<file path="src/rtl/lvds_link_ctrl.sv">
// LVDS transmit link sequencer: PLL lock qualification, lane reset,
// training-word alignment, then live pixel pass-through.
module lvds_link_ctrl #(
  parameter int unsigned LANES     = 4,
  parameter int unsigned LOCK_CYC  = 64,
  parameter int unsigned RST_CYC   = 16,
  parameter int unsigned TRAIN_CYC = 1024,
  parameter logic [9:0]  TRAIN_PAT = 10'b1111100000
) (
  input  logic                  I_pixel_clk,
  input  logic                  I_rst,
  input  logic                  I_pll_lock,
  input  logic                  I_enable,
  input  logic                  I_retrain,
  input  logic [LANES*10-1:0]   I_data_in,
  output logic                  O_lane_rst,
  output logic [LANES*10-1:0]   O_lane_data,
  output logic                  O_link_up,
  output logic [1:0]            O_state
);

  localparam int unsigned DW     = LANES * 10;
  localparam int unsigned LC_W   = $clog2(LOCK_CYC + 1);
  localparam int unsigned PH_MAX = (RST_CYC > TRAIN_CYC) ? RST_CYC : TRAIN_CYC;
  localparam int unsigned PH_W   = $clog2(PH_MAX) + 1;

  typedef enum logic [1:0] {
    S_IDLE     = 2'd0,
    S_LANE_RST = 2'd1,
    S_TRAIN    = 2'd2,
    S_ACTIVE   = 2'd3
  } state_e;

  state_e            state_q, state_d;
  logic [1:0]        sync_q, sync_d;
  logic [LC_W-1:0]   lock_cnt_q, lock_cnt_d;
  logic [PH_W-1:0]   phase_q, phase_d;
  logic [DW-1:0]     lane_data_q, lane_data_d;
  logic              lock_s;
  logic              lock_ok;
  logic              lane_rst_c;
  logic              link_up_c;

  assign lock_s  = sync_q[1];
  assign lock_ok = (lock_cnt_q == LC_W'(LOCK_CYC));

  // State register
  always_ff @(posedge I_pixel_clk or posedge I_rst) begin
    if (I_rst) state_q <= S_IDLE;
    else       state_q <= state_d;
  end

  // Next-state logic; lock loss / disable beats retrain beats phase completion
  always_comb begin
    state_d = state_q;
    if (state_q != S_IDLE && (!lock_s || !I_enable)) begin
      state_d = S_IDLE;
    end else begin
      case (state_q)
        S_IDLE:     if (lock_ok && I_enable) state_d = S_LANE_RST;
        S_LANE_RST: if (phase_q == PH_W'(RST_CYC - 1)) state_d = S_TRAIN;
        S_TRAIN:    if (phase_q == PH_W'(TRAIN_CYC - 1)) state_d = S_ACTIVE;
        S_ACTIVE:   if (I_retrain) state_d = S_TRAIN;
        default:    state_d = S_IDLE;
      endcase
    end
  end

  // Decoded outputs and the next lane word, all from the current state
  always_comb begin
    lane_rst_c  = 1'b0;
    link_up_c   = 1'b0;
    lane_data_d = '0;
    case (state_q)
      S_IDLE, S_LANE_RST: lane_rst_c = 1'b1;
      S_TRAIN:            lane_data_d = {LANES{TRAIN_PAT}};
      S_ACTIVE: begin
        link_up_c   = 1'b1;
        lane_data_d = I_data_in;
      end
      default:            lane_rst_c = 1'b1;
    endcase
  end

  // Lock synchronizer, saturating lock qualifier and per-state phase counter
  always_comb begin
    sync_d     = {sync_q[0], I_pll_lock};
    lock_cnt_d = lock_cnt_q;
    if (!lock_s)       lock_cnt_d = '0;
    else if (!lock_ok) lock_cnt_d = lock_cnt_q + LC_W'(1);
    phase_d = '0;
    if (state_d == state_q && (state_q == S_LANE_RST || state_q == S_TRAIN))
      phase_d = phase_q + PH_W'(1);
  end

  // Datapath and counter registers
  always_ff @(posedge I_pixel_clk or posedge I_rst) begin
    if (I_rst) begin
      sync_q      <= '0;
      lock_cnt_q  <= '0;
      phase_q     <= '0;
      lane_data_q <= '0;
    end else begin
      sync_q      <= sync_d;
      lock_cnt_q  <= lock_cnt_d;
      phase_q     <= phase_d;
      lane_data_q <= lane_data_d;
    end
  end

  assign O_lane_rst  = lane_rst_c;
  assign O_link_up   = link_up_c;
  assign O_state     = state_q;
  assign O_lane_data = lane_data_q;

endmodule

</file>
<file path="config.mk">
export PLATFORM = sky130hd
export DESIGN_NAME = lvds_link_ctrl
export DESIGN_NICKNAME = d
export VERILOG_FILES = /design/src/rtl/lvds_link_ctrl.sv
export SDC_FILE = /design/constraint.sdc
export NUM_CORES = 1
export LEC_CHECK = 0
export BUFFER_PORTS_ARGS = -buffer_cell sky130_fd_sc_hd__buf_2
export CAP_MARGIN = 20
export CORE_MARGIN = 10
export CORE_UTILIZATION = 53
export DETAILED_ROUTE_END_ITERATION = 16
export HOLD_SLACK_MARGIN = 0.06
export PLACE_DENSITY = 0.85
export SYNTH_ARGS = -nofsm -noshare
export SYNTH_HDL_FRONTEND = slang
export SYNTH_SLANG_ARGS = --single-unit
</file>
<file path="constraint.sdc">
create_clock -name I_pixel_clk -period 2.9 [get_ports I_pixel_clk]
set_clock_uncertainty 0.05 [all_clocks]
set_input_delay 0.435 -clock I_pixel_clk [delete_from_list [all_inputs] [get_ports I_pixel_clk]]
set_output_delay 0.435 -clock I_pixel_clk [all_outputs]
set_load 0.01 [all_outputs]
</file>
; ---- After elaboration in Yosys (flattened, before gate mapping)
; Index checks and enable logic that the tools add are counted.
[totals]
ff_bits = 62
in_bits = 45
output_inout_bits = 44
elab_cells = 37
[op_classes]
n_addsub = 2
eq_ne = 8
mux = 12
n_reduce_logical = 10
[op_table]
columns = op, n
row1 = 40-bit one-hot mux with 2 select lines, 1
row2 = 7-bit two-way mux, 2
row3 = "11-bit by 1-bit adder with 11-bit output, second input constant", 1
row4 = "11-bit by 10-bit == test with 1-bit output, second input constant", 1
row5 = "11-bit by 4-bit == test with 1-bit output, second input constant", 1
row6 = 11-bit two-way mux, 1
row7 = 2-bit two-way mux, 5
row8 = 2-bit one-hot mux with 4 select lines, 1
row9 = "7-bit by 1-bit adder with 7-bit output, second input constant", 1
row10 = "7-bit == test, second input constant", 1
row11 = "2-bit == test, second input constant", 2
row12 = 1-bit logical AND, 3
row13 = "2-bit by 1-bit == test with 1-bit output, second input constant", 1
row14 = 2-bit == test, 1
row15 = 1-bit logical NOT, 2
row16 = 2-bit logical NOT, 1
row17 = 1-bit logical OR, 2
row18 = 1-bit two-way mux, 2
row19 = "2-bit != test, second input constant", 1
row20 = 2-bit nonzero test, 1
row21 = 2-bit OR reduction, 1

; ---- Logic depth before layout (Yosys ltp)
; Gate-level depths: netlist of run 1.
[logic_depth]
depth_word = 8
ltp_mapped = 9
mapped_depth_nobuf = 7

; ---- Least setup slack after synthesis of run 1
; Ideal clock, no wire load.
[synth_timing]
path_type = flip-flop to flip-flop
start = register state_q[0], in the netlist O_state[0]
end = register phase_q[0]
setup_ns = 0.122
arrival_time_ns = 1.844
t_required_ns = 2.728
slack_ns = 0.884
path_stages_with_launch = 9
path_buffers = 2
period_less_slack_ns = 2.016
path_cell_list = dfrtp_1 inv_1 ha_1 clkbuf_1 inv_1 o41ai_1 a211oi_1 clkbuf_1 nor3b_1
[synth_via]
elab_chain_len = 6
word_cells_on_any_way = 16
classes_between = eq/ne (4) / mux (7) / reduce/logical (5)
[synth_rtl]
columns = element, line_no
row1 = start: declaration, 34  ; state_e state_q, state_d;
row2 = start signal: assignment, 50  ; else state_q <= state_d;
row3 = "2-bit == test, or another cell as far along", 59  ; case (state_q)
row4 = 2-bit one-hot mux with 4 select lines or 1-bit logical AND (tied branches), "59, 56"
row5 = 2-bit two-way mux, 56  ; if (state_q != S_IDLE && (!lock_s || !I_enable)) begin
row6 = 2-bit == test, 92  ; if (state_d == state_q && (state_q == S_LANE_RST || state_q == S_TRAIN))
row7 = 1-bit logical AND (*), 92
row8 = 11-bit two-way mux (*), 92
row9 = named net phase_d[0], 37  ; logic [PH_W-1:0] phase_q, phase_d;
row10 = end signal: assignment, 106  ; phase_q <= phase_d;
row11 = end: declaration, 37
; The timed path passes the listed nets; every way through them passes the cells marked *.
; A chain may end at the register's enable or synchronous reset.

; ---- Worst setup path after layout of run 1
[layout_timing]
start = register phase_q[7]
end = register phase_q[7]
[layout_via]
elab_chain_len = 7
word_cells_on_any_way = 10
classes_between = add/sub (1) / eq/ne (3) / mux (5) / reduce/logical (1)
[layout_rtl]
columns = element, line_no
row1 = 11-bit by 10-bit == test with 1-bit output or 11-bit by 4-bit == test with 1-bit output (tied branches), "62, 61"
row2 = "2-bit two-way mux, on equally long branches", "62, 61"
row3 = 2-bit one-hot mux with 4 select lines, 59
row4 = 2-bit two-way mux, 56
row5 = 2-bit == test, 92
row6 = 1-bit logical AND, 92
row7 = 11-bit two-way mux (*), 92
row8 = named net phase_d[7], 37
; Marked as above.

==> results.txt, run 1 <==
The flow ran to the end, and the final reports show no timing, DRC or antenna violations. The start point of the worst min-delay path was I_pll_lock. Leaving out fill and tap cells, the most frequent cells in the layout are sky130_fd_sc_hd__buf_2, sky130_fd_sc_hd__dfrtp_1, sky130_fd_sc_hd__and2_1.

The post-synthesis cell area came out at 2580 um2. Global routing consumed, on the met2 layer, 23.6% of the routing resources. During placement, the flow inserted port buffers numbering 88. The post-detailed-route via-to-cell ratio came out at 4.98.

Counting along the longest clock path gives a buffer depth of 2. The most utilized layer in the global route result is met2. The met1 track demand over resource was 17.6%; the share of post-route cells with drive strength above 1 was 36.0%. The total number of nets in the final design came out at 370. The tools report the startpoint of the worst setup timing path as phase_q[7]$_DFF_PP0_.

The clock reaches the later pin of the worst-skew pair after 0.34 ns. The synthesized area divided by synthesized cell count is 11.6 um2. The run gives 415 MHz as the peak clock frequency supported by timing. Number of global-route vias before repair: 2036. The die width came out at 89.8 um. The number of gates resized after CTS is 0. The critical path endpoint category is a register. Global routing used 15.4% of the available tracks across all layers.

The run gives 62 as the sink count of the clock tree. The number of DRC markers in iteration 0 is 102, and the global-route wire length before repair is 10000 um. The routed design has 5940 um of wire.

In this run the standard cell core region covers 4720 um2. The clock period could shrink to 2.41 ns. The most common library cell in the layout ignoring fill and taps is sky130_fd_sc_hd__buf_2. At the end of routability-driven placement, the weighted congestion stood at 0.925. The logs give 223 for the post-synthesis cell count and 0 for the final antenna-violating net count. The number of flip-flops and latches in the synthesized netlist is 62. The logs give 0 for the number of hold violations in the final report and 1936 for the routed via count. Setup repair after global routing left no endpoint under its margin. Data on the critical path is required at its endpoint by 3.03 ns.

After detailed routing, the average wire length per cell comes to 15.3 um. For the number of antenna violations at the first check in global routing, the log shows 0. The synthesized netlist contains 34 unique library cells. The clock transition at the registers of the reported paths was 0.07 ns.

TritonCTS built the clock tree. In the routed design, unresolved DRC markers number 0. The number of levels in the clock H-tree was 3; the post-cts hold buffer count was 1. The number of buffers added for setup after CTS was 0; the critical-path maximum fanout was 11. Clock tree synthesis inserted a total of 9 buffers.

The worst pin sits at a relative slew slack of 43.8%. Sequential cell area in the final layout: 1550 um2. The placed standard-cell area came out at 3090 um2. In this run the clock root is driven by a sky130_fd_sc_hd__clkbuf_8. The count of pins over their slew limit was 0; the async set-reset flop share out of synthesis was 100%.

The launching point of the worst reg2reg path is phase_q[7]$_DFF_PP0_. The logs give 4 for the detailed-routing iteration count for the pre-antenna-repair pass and 3290 um2 for the area of all placed cells without fillers. The cell count of the worst hold path is 1.

The cell row count was 25; the post-route setup TNS was 0 ns. STA puts the critical path data arrival time at 2.54 ns. Counting cells, the worst reg-to-reg path comes to 5.

After layout, the worst path uses 83.1% of the clock period. Power spread over the standard cell area amounts to 505 nW/um2. In the final layout, the multi-input gates occupy 955 um2. The leakage power is 1.95 nW. Worst setup path category: register to register. Entering global routing, the biggest net connects 43 pins. The synthesized design contains 0 enable-type register cells.

The reg-to-reg setup timing slack is 0.49 ns. Setup violations remaining at the end of the flow were counted as 0. The type of the tightest min-delay check was primary input to register. The fill cell instance count of the final layout is 338, and the met3 track utilization from global routing is 7.15%.

The worst-case vdd ir drop came out at 0.340 mV. For the total of max-cap violations, the log shows 0. Compared with the post-synthesis result, the final layout area differs by 27.4%. The part of the Yosys area used for sequential elements came out at 60.0%. The transition time at the pin with the least slew margin was 0.841 ns. The floorplan step defined a die boundary enclosing 8070 um2. The overall die height works out to 89.8 um. For the sum of overflow across all layers after global routing, the log shows 0. Yosys printed 0 warnings. Post-DP HPWL: 4380 um. The endpoint identified for the worst register-to-register timing path is phase_q[7]$_DFF_PP0_. Synthesis produced a netlist with a net count of 276.

For this run, the leading register cell type out of synthesis is sky130_fd_sc_hd__dfrtp_1. The logs give 89 for the I/O pin total and 0 for the number of diodes added for antenna fixing. STA classifies the critical path startpoint as a register. The end point of the worst hold path was sync_q[0]$_DFF_PP0_.

For the initial standard-cell utilization of the core, the log shows 54.7%.
-- logic make-up after synthesis --
logic type	synth area share, %
simple gates	18.2
xor+xnor	4.74
mux	0.436
flops	60.0
fa+ha+maj	3.87
compound gates	9.73
buf+inv	3.05
-- critical path, cell delays in order (launching register included) --
cell	delay [ns]
sky130_fd_sc_hd__dfrtp_1	0.42
sky130_fd_sc_hd__or4_1	0.55
sky130_fd_sc_hd__nor3_2	0.25
sky130_fd_sc_hd__a211oi_1	0.15
sky130_fd_sc_hd__o311ai_2	0.71
sky130_fd_sc_hd__nor3b_1	0.13
-- through the flow --
step | hold slack [ns] | power (mW) | util [%] | std cells | setup WS (ns)
after detailed placement | 0.296 | 0.951 | 65.5 | 372 | 0.532
after global routing | 0.136 | 1.73 | 69.7 | 389 | 0.319
after global placement | 0.286 | 0.949 | 65.5 | 372 | 0.624
after CTS | 0.140 | 1.68 | 69.7 | 389 | 0.518
after floorplan | 0.281 | 0.914 | - | 223 | 0.874
final | 0.150 | 1.66 | 69.7 | 389 | 0.489
-- cell type report --
class / count / area share [%]
multi-input cells: 142 / 29.0
inverters: 9 / 1.03
clock inverters: 6 / 1.90
flip-flops and latches: 62 / 47.1
clock buffers: 10 / 3.87
well taps: 67 / 2.54
repair buffers: 93 / 14.6
-- synthesized netlist by cell type (2+ instances only) --
master | instances | share of area, %
sky130_fd_sc_hd__a211oi_1 | 3 | 0.87
sky130_fd_sc_hd__nor2_1 | 15 | 2.2
sky130_fd_sc_hd__o21ai_0 | 2 | 0.39
sky130_fd_sc_hd__xnor2_1 | 10 | 3.4
sky130_fd_sc_hd__nor4_1 | 4 | 0.97
sky130_fd_sc_hd__nand2_1 | 14 | 2.0
sky130_fd_sc_hd__nor3b_1 | 3 | 0.87
sky130_fd_sc_hd__ha_1 | 8 | 3.9
sky130_fd_sc_hd__inv_1 | 9 | 1.3
sky130_fd_sc_hd__clkbuf_1 | 9 | 1.3
sky130_fd_sc_hd__a21o_1 | 20 | 5.8
sky130_fd_sc_hd__nand3_1 | 8 | 1.5
sky130_fd_sc_hd__a21oi_1 | 4 | 0.77
sky130_fd_sc_hd__xor2_1 | 4 | 1.4
sky130_fd_sc_hd__nand3b_1 | 2 | 0.58
sky130_fd_sc_hd__dfrtp_1 | 62 | 60
sky130_fd_sc_hd__nor3_1 | 3 | 0.58
sky130_fd_sc_hd__and2_1 | 23 | 5.6
sky130_fd_sc_hd__or2_2 | 2 | 0.48
sky130_fd_sc_hd__nor2b_1 | 4 | 0.97
-- layer usage --
layer  share of wire, %  vias up
met3                9.5       11
met1                 39      918
met5                  0        -
met2                 49       75
met4                2.2        0
li1                   -      932
-- worst max-delay path by stage --
stage               cells after the start  slack [ns]                       end
floorplan                               1        0.87  O_lane_data[0]$_DFF_PP0_
global placement                        5        0.62     phase_q[10]$_DFF_PP0_
detailed placement                      5        0.53      phase_q[7]$_DFF_PP0_
CTS                                     8        0.52      phase_q[7]$_DFF_PP0_
global route                            8        0.32      phase_q[0]$_DFF_PP0_
finish                                  5        0.49      phase_q[7]$_DFF_PP0_
-- state kept, by name, indices dropped and copies added (netlist names) --
register	flops
phase_q	11
O_state	2
sync_q	2
lock_cnt_q	7
O_lane_data	40
-- power breakdown --
group | internal [mW] | switching [mW]
sequential | 0.869 | 0.00443
combinational | 0.0301 | 0.0321
clock | 0.395 | 0.333
Power figures use the tool's default switching activity.
==> inputs of run 2 (changes only) <==
--- a/config.mk
+++ b/config.mk
@@ -8,10 +8,10 @@
 export BUFFER_PORTS_ARGS = -buffer_cell sky130_fd_sc_hd__buf_2
 export CAP_MARGIN = 20
 export CORE_MARGIN = 10
-export CORE_UTILIZATION = 53
+export CORE_UTILIZATION = 49
 export DETAILED_ROUTE_END_ITERATION = 16
 export HOLD_SLACK_MARGIN = 0.06
-export PLACE_DENSITY = 0.85
+export PLACE_DENSITY = 0.79
 export SYNTH_ARGS = -nofsm -noshare
 export SYNTH_HDL_FRONTEND = slang
 export SYNTH_SLANG_ARGS = --single-unit
==> constraint.sdc (replaced) <==
create_clock -name I_pixel_clk -period 2.4 [get_ports I_pixel_clk]
set_clock_uncertainty 0.05 [all_clocks]
set_input_delay 0.36 -clock I_pixel_clk [delete_from_list [all_inputs] [get_ports I_pixel_clk]]
set_output_delay 0.36 -clock I_pixel_clk [all_outputs]
set_load 0.01 [all_outputs]
==> run 2 against run 1 <==
- design area grew 1.1%
- sequential power grew 21%
- utilization shrank 4.6 points
- critical path depth is the same
- critical path type is now register to output pin
- highest routed layer unchanged
==> results.txt, run 2 (same netlist as run 1, synthesis figures left out) <==
The final clock period utilization by the worst path came out at 91.9%. The routed via count is 1900, and the flip-flop count of the largest register, all copies and words added is 40. The areal power density over the cells was 607 nW/um2. Setup repair after global routing left no endpoint under its margin.

Worst-case vdd ir drop: 0.421 mV. The number of antenna diodes in the final layout is 0. In the final routed layout, each cell accounts on average for 15.2 um. The later pin in the worst-skew pair is clocked with a latency of 0.33 ns.

For this design, the slowest cell found on the critical path is sky130_fd_sc_hd__dfrtp_1. The tools report the leakage power as 1.97 nW. Post-detailed-route via-to-cell ratio: 4.83.

The final non-filler cell total was 393; the number of input and output port buffers inserted was 88. Headroom to the max-slew limit came out at 61.3%. The transition time at the pin with the least slew margin came out at 0.579 ns.

The number of hold violations in the final report was 0; the sink count of the clock tree was 62. For this configuration, the core starts out at a cell density of 50.6%. Once placement completed, the tool counted placed cells totaling 377. The logs give 15.0% for the aggregate global-route resource usage and 0 for the sum of overflow across all layers after global routing. Area growth from synthesis to final layout: 28.8%.

The number of global-route vias before repair is 2094. TritonCTS built the clock tree. The worst setup path is of the register to output pin kind. The signal on the critical path passes through inv_1, ha_1, buf_4, or2_2, buf_2.

The post-detailed-route DRC marker count came out at 0. The startpoint type of the worst setup path is a register. Buffers added to address setup during post-CTS repair amount to 0. Summing all placed instances gives a cell area of 3130 um2.

Static timing analysis puts the maximum clock frequency at 453 MHz. The min-delay analysis places its worst path in the category primary input to register. The tightest hold path in the finished design has a slack of 0.0797 ns. Number of DRC markers in iteration 0: 68.

The tools report the total routed wirelength as 5990 um. The tools report the detailed-routing iteration count for the pre-antenna-repair pass as 4. The maximum number of pins on one net before global-route repair is 39.

During I/O placement, the number of pins put on the boundary was 89. The largest single stage delay on the critical path is 0.47 ns. The critical-path maximum fanout is 7, and the placer's final routability congestion estimate is 0.871. The number of antenna violations at the first check in global routing was 0; the global-route wire length before repair was 10100 um. Counting both buffers and inverters, the worst setup path holds a total of 3. The final layout contains 373 nets. Post-cts hold buffer count: 1.

Clock transition at the registers of the reported paths: 0.06 ns. The library cells used most frequently in the layout, excluding fill and tap cells, are sky130_fd_sc_hd__buf_2, sky130_fd_sc_hd__dfrtp_1, sky130_fd_sc_hd__and2_1. Area of all placed cells without fillers: 3330 um2. Once detail routing completed, the nets flagged for antenna violations numbered 0. Row generation in the floorplan step produced 26 rows. Before CTS, the worst setup slack after placement is -0.00173 ns. The post-DP HPWL was 4500 um; the overall die height was 92.6 um. Clock tree synthesis inserted a total of 9 buffers. The die covers 8580 um2.

The library cell used most frequently in the layout, excluding fill and tap cells, is sky130_fd_sc_hd__buf_2. Setup violations remaining at the end of the flow were counted as 0. The number of buffers between clock root and the deepest sink was 2; the share of post-route cells with drive strength above 1 was 35.9%.

The flow ran to the end, and the final reports show no timing, DRC or antenna violations. After layout, the design draws a total of 2.02 mW. Setup slack closes at 0.194 ns. Max-cap violations in this run came to 0. The logs give 0 for the count of pins over their slew limit and 0 for the number of gates resized after CTS. The signal arrival time at the worst endpoint was 1.80 ns; the number of levels in the clock H-tree was 3.

Data on the critical path is required at its endpoint by 1.99 ns. Root buffer cell: sky130_fd_sc_hd__clkbuf_8. The die is 92.6 um wide. The routed design could run at a clock period as short as 2.21 ns. In this run the standard cell core region covers 5110 um2. Gate family responsible for the most delay along the worst path: flip-flops.

The worst setup path is captured at an output pin.
==> run 2: path summary, 6_finish.rpt <==
| path | slack [ns] | cells past startpoint | to | startpoint |
|---|---|---|---|---|
| setup / recovery | 0.19 | 5 | O_lane_rst | O_state[0]$_DFF_PP0_ |
| hold / removal | 0.08 | 1 | sync_q[0]$_DFF_PP0_ | I_pll_lock |
| setup reg to reg | 0.27 | 8 | phase_q[10]$_DFF_PP0_ | O_state[0]$_DFF_PP0_ |
| hold reg to reg | 0.30 | 0 | sync_q[1]$_DFF_PP0_ | sync_q[0]$_DFF_PP0_ |
| max in group asynchronous | 1.14 | 4 | O_lane_data[1]$_DFF_PP0_ | I_rst |
| min in group asynchronous | 0.58 | 3 | O_lane_data[9]$_DFF_PP0_ | I_rst |
==> run 2: worst reg2reg max path, delay by kind of cell, from the launching register on <==
family / cells / cell delay [ns]
buf+inv: 2 / 0.35
fa+ha+maj: 1 / 0.34
simple gates: 2 / 0.32
compound gates: 3 / 0.52
flops: 1 / 0.46
==> run 2: routing by layer <==
layer	track usage (%)	share of wire [%]
met1	15.4	37
met2	23.8	49
met3	9.60	12
met4	6.81	1.5
met5	0	0
==> run 2: cell type report <==
| cell class | instances | area [um2] |
|---|---|---|
| Timing Repair Buffer | 96 | 513 |
| Tap cell | 70 | 87.6 |
| Multi-Input combinational cell | 142 | 955 |
| Clock buffer | 13 | 159 |
| Inverter | 9 | 33.8 |
| Clock inverter | 1 | 30.0 |
| Sequential cell | 62 | 1550 |
| Fill cell | 410 | 1780 |
==> run 2: report_power, final <==
| group | switching [mW] | leakage, nW | internal [mW] |
|---|---|---|---|
| clock network | 0.361 | 0.0956 | 0.526 |
| registers | 0.00545 | 0.859 | 1.05 |
| logic | 0.0393 | 1.02 | 0.0382 |
==> run 2: through the flow <==
step / utilization [%] / setup TNS (ns)
after detailed placement: 61.2 / -0.00189
after floorplan: - / 0
after global placement: 61.2 / 0
final: 65.2 / 0
after CTS: 65.1 / 0
after global routing: 65.2 / 0
==> inputs of run 3 (changes only) <==
--- a/config.mk
+++ b/config.mk
@@ -7,11 +7,14 @@
 export LEC_CHECK = 0
 export BUFFER_PORTS_ARGS = -buffer_cell sky130_fd_sc_hd__buf_2
 export CAP_MARGIN = 20
+export CELL_PAD_IN_SITES_DETAIL_PLACEMENT = 0
+export CELL_PAD_IN_SITES_GLOBAL_PLACEMENT = 1
 export CORE_MARGIN = 10
-export CORE_UTILIZATION = 49
+export CORE_UTILIZATION = 38
 export DETAILED_ROUTE_END_ITERATION = 16
 export HOLD_SLACK_MARGIN = 0.06
-export PLACE_DENSITY = 0.79
+export PLACE_DENSITY = 0.8
+export REMOVE_ABC_BUFFERS = 1
 export SYNTH_ARGS = -nofsm -noshare
 export SYNTH_HDL_FRONTEND = slang
 export SYNTH_SLANG_ARGS = --single-unit
==> run 3 against run 2 <==
- routed wire length is 2.5% higher
- register-to-register slack lost 0.06 ns
- non-clock buffer count grew 4
- sequential cell count did not move
- via count is 2.6% higher
- sequential power about the same
- final cell count up 3.3%
- critical path depth is 3 higher
- critical endpoint is now phase_q[10]$_DFF_PP0_
==> results.txt, run 3 (same netlist as run 1, synthesis figures left out) <==
The number of clock buffers added by TritonCTS is 9. In the final design database the tool counted 377 nets. For this design, the slowest cell found on the critical path is sky130_fd_sc_hd__dfrtp_1.

The signal arrival time at the worst endpoint was 2.35 ns; the fill cell instance count of the final layout was 587. Once placement completed, the tool counted placed cells totaling 388. After detailed routing, the total wire length is 6140 um. The number of buffers added for setup after CTS is 0, and the share of post-route cells with drive strength above 1 is 37.4%. At the worst endpoint, the required time is 2.56 ns. The worst hold path begins at I_data_in[15]. The post-DP HPWL was 4580 um; the overall die area was 10500 um2. The library cell used most frequently in the layout, excluding fill and tap cells, is sky130_fd_sc_hd__buf_2. The tree is rooted in a sky130_fd_sc_hd__clkbuf_8. Traced cell by cell, the critical path runs through inv_1, ha_1, nand3b_1, nor4_1, nand3_1, o311ai_2, buf_4, nor3b_1.

The count of buffers added on input and output ports is 88. The worst-skew pair later-pin latency is 0.33 ns, and the number of global-route vias before repair is 2121. The run finished with clean final reports. The clock passes through at most 2 buffers.

The run gives 65 as the number of DRC markers in iteration 0. Once the floorplan was initialized, standard cells occupied 39.8% of the core. The region available for standard cell placement spans 6490 um2. The startpoint of the worst setup timing path is O_state[0]$_DFF_PP0_. Row generation in the floorplan step produced 29 rows.

For this block, the via count after detailed routing is 1950. Clock-pin slew was measured on the worst setup and hold paths at 0.07 ns. The run gives 1 as the number of antenna violations at the first check in global routing. The post-layout minimum cycle time is 2.19 ns. TritonCTS built the clock tree.

The tools report the final non-filler cell total as 406. The final clock period utilization by the worst path came out at 91.1%. After detailed routing, the number of remaining DRC violations is 0.

Once detail routing completed, the nets flagged for antenna violations numbered 0. For this design the static power due to leakage is 2.00 nW. The startpoint type of the worst setup path was a register. The post-detailed-route via-to-cell ratio was 4.80; the worst slack at placement was 0.227 ns. Launching point of the worst reg2reg path: O_state[0]$_DFF_PP0_.

The tools report the number of diodes added for antenna fixing as 0. From bottom edge to top edge, the die measures 102 um. The longest individual stage delay on the worst path was 0.42 ns.

The logs give 12.8% for the aggregate global-route resource usage and 0 ns for the post-route setup TNS. The number of hold violations in the final report is 0, and the I/O pin total is 89. CTS saw 62 sinks. The run gives 3 as the number of levels in the clock H-tree. The run gives 3160 um2 as the placed standard-cell area.

Detailed-routing iteration count for the pre-antenna-repair pass: 4. Setup violations remaining at the end of the flow were counted as 0. Global routing finished with a remaining overflow of 0.

The critical path endpoint category is a register. In this run the power density over the cells is 635 nW/um2. Setup repair after global routing left no endpoint under its margin.

Dividing the detail-routed wire length by the instance count gives 15.1 um. Once layout is done, the placed cells without fillers occupy 3410 um2. The critical path in this run is classified as register to register. Max-cap violations in this run came to 0. The flip-flop count of the largest register, all copies and words added is 40. For the peak clock frequency supported by timing, the log shows 457 MHz. The congestion estimate from routability-driven global placement came to 0.802. The transition time at the pin with the least slew margin works out to 0.682 ns. The die width is 102 um, and the final critical-path setup slack is 0.213 ns. The post-route total power was 2.17 mW. From synthesis to final layout, the design area changed by 32.0%.

Entering global routing, the biggest net connects 42 pins. The critical-path maximum fanout came out at 11. The type of the tightest min-delay check was primary input to register. Global-route wire length before repair: 10400 um. The remaining max-slew budget at the tightest pin was 54.2%; the worst-case vdd ir drop was 0.419 mV.

The count of pins over their slew limit came out at 0. The top cell types in the final layout, fill and taps aside, are sky130_fd_sc_hd__buf_2, sky130_fd_sc_hd__dfrtp_1, sky130_fd_sc_hd__and2_1.
## run 3: through the flow
stage / hold slack, ns / utilization [%]
3_5_place_dp: 0.288 / 48.7
5_1_grt: 0.156 / 52.5
6_report: 0.172 / 52.5
2_1_floorplan: 0.281 / -
4_1_cts: 0.156 / 52.5
3_3_place_gp: 0.284 / 48.6
## run 3: path summary, 6_finish.rpt
path	end	slack, ns	cells after the start
min in group asynchronous	O_lane_data[4]$_DFF_PP0_	0.58	3
hold reg to reg	sync_q[1]$_DFF_PP0_	0.31	0
setup reg to reg	phase_q[10]$_DFF_PP0_	0.21	8
max in group asynchronous	lock_cnt_q[4]$_DFFE_PP0P_	1.13	4
hold / removal	O_lane_data[15]$_DFF_PP0_	0.17	2
setup / recovery	phase_q[10]$_DFF_PP0_	0.21	8
## run 3: final cells by class
class / count / area (um2) / share of cell area (%)
clock inverters: 6 / 92.6 / 2.71
repair buffers: 100 / 546 / 16.0
inverters: 9 / 33.8 / 0.990
flip-flops and latches: 62 / 1550 / 45.5
multi-input cells: 142 / 955 / 28.0
clock buffers: 10 / 138 / 4.03
well taps: 77 / 96.3 / 2.82
## run 3: critical path, delay by kind of cell, from the launching register on
kind	cells	cell delay, ns
simple gates	4	0.72
flops	1	0.42
fa+ha+maj	1	0.40
buf+inv	2	0.38
compound gates	1	0.10
## run 3: what timing repair did
item | in CTS | in global routing
hold buffers | 2 | 0
hold endpoints to repair | 27 | 0
gates resized for setup | 0 | 0
## run 3: layer usage
metal  track usage [%]  wire [um]  share of wire (%)
met5                 0          0                  0
met1              13.6       2510                 41
met4              4.01         82                1.3
met3              8.16        674                 11
met2              20.5       2880                 47
## run 3: where the power goes
| group | leakage (nW) | switching, mW | internal, mW |
|---|---|---|---|
| registers | 0.859 | 0.00579 | 1.05 |
| clock network | 0.110 | 0.415 | 0.620 |
| logic | 1.03 | 0.0388 | 0.0392 |
